[src/rtl/eng_load_sched.sv]
// rtl/eng_load_sched.sv - streams clause nodes into each lookup engine, then runs and re-halts the array
module eng_load_sched #(
  parameter int NUM_ENGINE = 4,
  parameter int NODE_W     = 64,
  parameter int PTR_W      = 16,
  parameter int MAX_NODES  = 256,
  parameter int EW         = (NUM_ENGINE > 1) ? $clog2(NUM_ENGINE) : 1
) (
  input  logic              clk,
  input  logic              rst_n,
  input  logic              start,
  input  logic              abort,
  input  logic [NODE_W-1:0] src_node,
  input  logic              src_valid,
  input  logic              src_last,
  input  logic [PTR_W-1:0]  src_dummy_ptr,
  output logic              src_ready,
  output logic [NODE_W-1:0] node_in,
  output logic              node_in_valid,
  output logic [PTR_W-1:0]  dummy_ptr,
  output logic              dummy_ptr_valid,
  output logic              change_eng,
  output logic              halt,
  input  logic              conflict,
  input  logic              sat_done,
  output logic [EW-1:0]     eng_idx,
  output logic              busy,
  output logic              done,
  output logic              conflict_seen,
  output logic              load_err
);

  localparam int CW = $clog2(MAX_NODES + 1);
  localparam logic [CW-1:0] NODE_LIMIT = CW'(MAX_NODES);
  localparam logic [EW-1:0] LAST_ENG   = EW'(NUM_ENGINE - 1);

  typedef enum logic [2:0] {IDLE, LOAD, DPTR, SWITCH, RUN, HALTED} state_t;

  state_t            state;
  logic [CW-1:0]     node_cnt;
  logic [PTR_W-1:0]  ptr_q;

  assign src_ready = (state == LOAD);

  // rst_n is an active-high asynchronous reset despite its name
  always_ff @(posedge clk or posedge rst_n) begin
    if (rst_n) begin
      state           <= IDLE;
      node_cnt        <= '0;
      ptr_q           <= '0;
      node_in         <= '0;
      node_in_valid   <= 1'b0;
      dummy_ptr       <= '0;
      dummy_ptr_valid <= 1'b0;
      change_eng      <= 1'b0;
      halt            <= 1'b1;
      eng_idx         <= '0;
      busy            <= 1'b0;
      done            <= 1'b0;
      conflict_seen   <= 1'b0;
      load_err        <= 1'b0;
    end else begin
      node_in_valid   <= 1'b0;
      dummy_ptr_valid <= 1'b0;
      change_eng      <= 1'b0;
      if (abort) begin
        state <= IDLE;
        halt  <= 1'b1;
        busy  <= 1'b0;
      end else begin
        case (state)
          IDLE, HALTED: begin
            if (start) begin
              state         <= LOAD;
              busy          <= 1'b1;
              halt          <= 1'b1;
              eng_idx       <= '0;
              node_cnt      <= '0;
              done          <= 1'b0;
              conflict_seen <= 1'b0;
              load_err      <= 1'b0;
            end
          end
          LOAD: begin
            if (src_valid) begin
              // the beat beyond the per-engine limit is dropped and freezes the array
              if (node_cnt == NODE_LIMIT) begin
                load_err <= 1'b1;
                state    <= HALTED;
              end else begin
                node_in       <= src_node;
                node_in_valid <= 1'b1;
                node_cnt      <= node_cnt + 1'b1;
                if (src_last) begin
                  ptr_q <= src_dummy_ptr;
                  state <= DPTR;
                end
              end
            end
          end
          DPTR: begin
            dummy_ptr       <= ptr_q;
            dummy_ptr_valid <= 1'b1;
            state           <= SWITCH;
          end
          SWITCH: begin
            if (eng_idx == LAST_ENG) begin
              halt  <= 1'b0;
              state <= RUN;
            end else begin
              change_eng <= 1'b1;
              eng_idx    <= eng_idx + 1'b1;
              node_cnt   <= '0;
              state      <= LOAD;
            end
          end
          RUN: begin
            if (conflict) begin
              conflict_seen <= 1'b1;
              halt          <= 1'b1;
              state         <= HALTED;
            end else if (sat_done) begin
              done  <= 1'b1;
              halt  <= 1'b1;
              state <= HALTED;
            end
          end
          default: state <= IDLE;
        endcase
      end
    end
  end

endmodule

[config.mk]
export PLATFORM = sky130hd
export DESIGN_NAME = eng_load_sched
export DESIGN_NICKNAME = d
export VERILOG_FILES = /design/src/rtl/eng_load_sched.sv
export SDC_FILE = /design/constraint.sdc
export NUM_CORES = 1
export LEC_CHECK = 0
export ABC_CLOCK_PERIOD_IN_PS = 6600
export CORE_MARGIN = 5
export CORE_UTILIZATION = 45
export CTS_CLUSTER_DIAMETER = 100
export DETAILED_ROUTE_END_ITERATION = 7
export GPL_TIMING_DRIVEN = 0
export PLACE_DENSITY = 0.8
export SLEW_MARGIN = 40
export SYNTH_ARGS = -nofsm -noshare
export SYNTH_HDL_FRONTEND = slang
export SYNTH_SLANG_ARGS = --single-unit
[constraint.sdc]
create_clock -name clk -period 6.6 [get_ports clk]
set_clock_uncertainty 0.1 [all_clocks]
set_input_delay 1.32 -clock clk [delete_from_list [all_inputs] [get_ports clk]]
set_output_delay 1.32 -clock clk [all_outputs]
set_load 0.005 [all_outputs]
Yosys cells after proc, flatten, opt, wreduce, memory -nomap -nowiden
Cells that the tools add are included.

Reductions and logical operators: 20. Bitwise logic cells: 2. $add $sub $neg: 2. Mux-type cells: 42. Equality and inequality tests: 20.

Operator list (number): 9-bit two-way mux (4); 9-bit one-hot mux with 3 select lines (1); 3-bit two-way mux (8); 1-bit two-way mux (21); 4-bit AND reduction (5); 3-bit one-hot mux with 5 select lines (1); 5-bit AND reduction (3); 2-bit inequality test (second input constant) (7); 2-bit nonzero test (5); 9-bit by 1-bit adder with 9-bit output (second input constant) (1); 9-bit == test (second input constant) (1); 3-bit inequality test (second input constant) (3); 3-bit by 2-bit == test with 1-bit output (second input constant) (2); 3-bit == test (second input constant) (2); 1-bit one-hot mux with 2 select lines (3); 6-bit AND reduction (1); 2-bit two-way mux (2); 4-bit by 3-bit inequality test with 1-bit output (second input constant) (1); 4-bit inequality test (second input constant) (1); 2-bit one-hot mux with 2 select lines (1); 2-bit AND reduction (2); 4-bit nonzero test (1); 3-bit by 1-bit == test with 1-bit output (second input constant) (1); 3-bit logical NOT (1); other kinds (7) (8).

Register bits after elaboration: 118. Bits of input ports: 88. Word-level logic and storage cells: 100. Output and inout bits: 91.

Logic depth before layout (Yosys ltp)
Word-level depth: 5. Gate-level depth with buffers: 8. Mapped depth without buffers: 6.

Worst setup path before layout
No wires, ideal clock.

Kind: input-to-reg. Start: input port abort. End: register dummy_ptr[0]. Path slack: 3.796 ns. Cell stages on the path: 4. Arrival time: 2.579 ns. Cell sequence: clkbuf_1 -> nor4b_4 -> buf_2 -> mux2_2.

Word-level cells in the longest chain between the ends: 2.

Ends and longest elaborated chain: start, declared (line 12) `input logic abort,`; 1-bit NOT (no line); 2-bit AND reduction (no line); end signal, assigned (line 102) `dummy_ptr <= ptr_q;`; end, declared (line 20) `output logic [PTR_W-1:0] dummy_ptr,`.

Every way passes these cells. A chain may end at the register's enable or synchronous reset.

Worst setup path in the final report
Start: register state[1]. End: output port src_ready.

Word-level cells in the longest chain between the ends: 1.

Ends and longest elaborated chain: start, declared (line 39) `state_t state;`; start signal, assigned (line 48) `state <= IDLE;`; start signal, assigned (line 67) `state <= IDLE;`; start signal, assigned (line 74) `state <= LOAD;`; 3-bit by 1-bit == test with 1-bit output (line 43) `assign src_ready = (state == LOAD);`; end, declared (line 17) `output logic src_ready,`.

Every way passes these cells.

==> key figures <==
Clock tree
  – CTS buffer count: 17
  – Clock latency on the worst-skew pair: ~400 ps
  – H-tree depth: 4
  – Clock-pin slew on the worst setup and hold paths: around 50 ps
  – Post-CTS Hold Buffers: 0
  – Setup Fix Bufs, Post-CTS: 0
  – CTS sink count: roughly 120
  – Clock tree buffer depth: 2
  – Resize count post-CTS: 0
  – Root Driver: clkbuf_16
  – CTS tree: done

Power and ir drop
  – Power per cell area: 445 nW/um2
  – Peak VDD IR: ~260 uV
  – Pleak: about 3.3 nW

Timing
  – Worst Tran Pin Value: roughly 670 ps
  – Period utilization: 51.6%
  – Max Slew Vio Count: 0
  – F_max: roughly 290 MHz
  – RSZ-0062 raised after global routing: no
  – Minimum clock period: 3400 ps
  – Rel. slew slack: between 50% and 60%
  – Final hold violations: 0
  – Total negative slack: 0 ps
  – Final setup viols: 0
  – Final worst slack: about 3200 ps

Logic synthesis
  – Cells after Synth: approximately 350
  – Top cell type's share of synthesized area: 57.8%
  – Post-synthesis register bit count: 118
  – Synth area leaders: dfrtp_1 58%, mux2_4 11%, mux2_1 9.6%, mux2_2 3.8%, buf_6 1.1%
  – Number of flops mapped to enable cells by yosys: 0
  – Synthesized area per cell: 14.6 um2
  – Cell area after synthesis: about 5100 um2
  – Post-synthesis sequential area ratio: just under 60%
  – Yosys warns: 0
  – Post-synthesis async set-or-reset flop share: 100%
  – Synth unique cells: 51
  – Ys flop type: dfrtp_1
  – Post-synth top area cell: dfrtp_1
  – Syn Nets: 439

Setup path
  – Worst Setup End Kind: primary output
  – CP Class: flop to primary output
  – Reg2reg end: node_in[54]
  – Launching point of the worst reg2reg path: state[1]
  – Critical path arrival: 1980 ps
  – Worst path top cell family by delay: buffers and inverters
  – Startpoint types: flop
  – Worst path max stage delay: between 500 and 600 ps
  – Crit path buffers/inverters: 3
  – Worst r2r path cells: 8
  – CP Max Fanout: 9
  – Worst-path cell chain: buf_2 -> or3b_1 -> inv_2 -> clkdlybuf4s50_1
  – Reg2Reg Setup Slack: roughly 4200 ps
  – Worst path slowest cell: clkdlybuf4s50_1
  – WP data required: 5180 ps

Outcome
  – Status: completed

Route
  – WL final: approximately 12 mm
  – Via count: around 3,600
  – WL/cell: 17.9 um
  – Vias per inst: between 5 and 6
  – DR iter-0 viols: between 100 and 150
  – Residual DRC: 0
  – Drt first pass iters: 4
  – Antenna-violating nets left: 0

Layout
  – Multi-input combinational cell area: a little under 2000 um2
  – Area delta synth->final: 50.9%
  – Flip-flop and latch area: slightly below 3000 um2
  – Nets: approximately 640
  – Diodes inserted: 0
  – Filler cells: 757
  – Layout cells sized above 1: 19.9%
  – Final core utilization: roughly 70%
  – Finished Layout Cells: 697

Place
  – Dpl hpwl: around 9.1 mm
  – RePlAce Congestion: roughly 0.84
  – # port buffers: about 180
  – Pre-CTS setup slack: around 3300 ps
  – Inst Count DP: between 600 and 700

Die
  – Row cnt: 38
  – Core box area: 10,900 um2
  – DIE HEIGHT: around 120 um
  – Chip width: 116 um
  – Starting Density: a little under half
  – IO Count: 179
  – Die area: about 13,000 um2

Min path
  – Worst Hold Depth: 1
  – Hold path endpoint: node_in[16]
  – Origin of the worst min-delay path: node_in[16]
  – Hold Crit Class: flop to flop

Global route
  – Vias in the first global route: about 3,800
  – Largest net degree at the start of global routing: 63
  – Tot GR Track Use: about a fifth
  – First-pass GRT wire length: roughly 20 mm
  – Total grt overflow: 0
  – Initial antenna violation count: 0

Job
  – Max-cap violations: 0
[metal layers]
metal  track usage [%]  vias to the layer above  wire length (um)
met5                 0                        -                 0
met4              5.65                        0               149
met3              5.70                       15               878
met2              31.4                      137              6240
met1              23.8                     1761              5200
li1                  -                     1655                 -
[cell type report]
cell class	instances	area share, %
flip-flops and latches	118	38.6
multi-input cells	203	25.7
repair buffers	178	23.5
clock buffers	22	6.20
well taps	140	2.29
clock inverters	9	1.64
plain buffers	15	1.34
inverters	12	0.687
[where the power goes]
| part | leakage (nW) | switching [mW] | internal [mW] |
|---|---|---|---|
| combinational | 1.56 | 0.439 | 0.835 |
| sequential | 1.48 | 0.170 | 1.04 |
| clock | 0.292 | 0.305 | 0.618 |
| total | 3.33 | 0.914 | 2.49 |
[Yosys cell counts, drive strengths merged (2+ instances only)]
| cell | number |
|---|---|
| nand2 | 10 |
| a21oi | 7 |
| ha | 3 |
| or3 | 2 |
| a221o | 2 |
| nand2b | 6 |
| buf | 14 |
| nor2b | 3 |
| a31oi | 6 |
| o21ai | 12 |
| inv | 12 |
| nor2 | 12 |
| nand3 | 5 |
| or4 | 2 |
| mux2 | 97 |
| mux2i | 2 |
| nor4 | 2 |
| dfrtp | 117 |
| o21ba | 6 |
| nor3 | 6 |
| a211oi | 3 |
[stage by stage]
stage	total power, mW	instance area [um2]	hold WS, ps
final	3.41	7650	381
after global placement	2.45	7020	366
after CTS	3.45	7650	386
after detailed placement	2.50	7050	374
after floorplan	1.77	5070	359
after global routing	3.61	7650	393
[worst max path at each step]
stage / startpoint / to / slack (ps) / depth (start not counted)
finish: state[1] / src_ready / 3200 / 4
floorplan: rst_n / busy / 2050 / 1
global route: state[1] / src_ready / 3140 / 4
global placement: rst_n / node_in[40] / 570 / 2
detailed placement: start / node_cnt[1] / 3280 / 4
CTS: state[1] / src_ready / 3190 / 4
[layout by cell type (no fill, tap or decap), drive strengths merged, types with 2 or more instances in the layout]
master and count:
nor2 12, mux2i 2, nor3 6, clkbuf 23
clkdlybuf4s50 177, a211oi 3, ha 3, nor2b 3
nand2b 6, or4 2, inv 12, nand3 5
o21ba 6, clkinv 4, mux2 97, dfrtp 117
nor4 2, clkinvlp 2, a21oi 7, a221o 2
buf 15, or3 2, nand2 10, bufinv 3
a31oi 6, o21ai 12
[cell families (layout without fill, tap and decap cells)]
kind of cell | after synthesis | after routing | synth area share [%]
AOI/OAI and AO/OA | 48 | 48 | 7.09
and+or+nand+nor | 53 | 53 | 6.30
adders and majority gates | 3 | 3 | 0.741
muxes | 99 | 99 | 24.7
DFF | 118 | 118 | 58.3
buffers and inverters | 27 | 236 | 2.91
[state kept, by name, summed over array words and instances (netlist names), 2 cells and up]
register	count
ptr_q	16
node_cnt	9
state	3
node_in	64
eng_idx	2
dummy_ptr	16
Note: power is estimated with default switching activity, not from simulation.
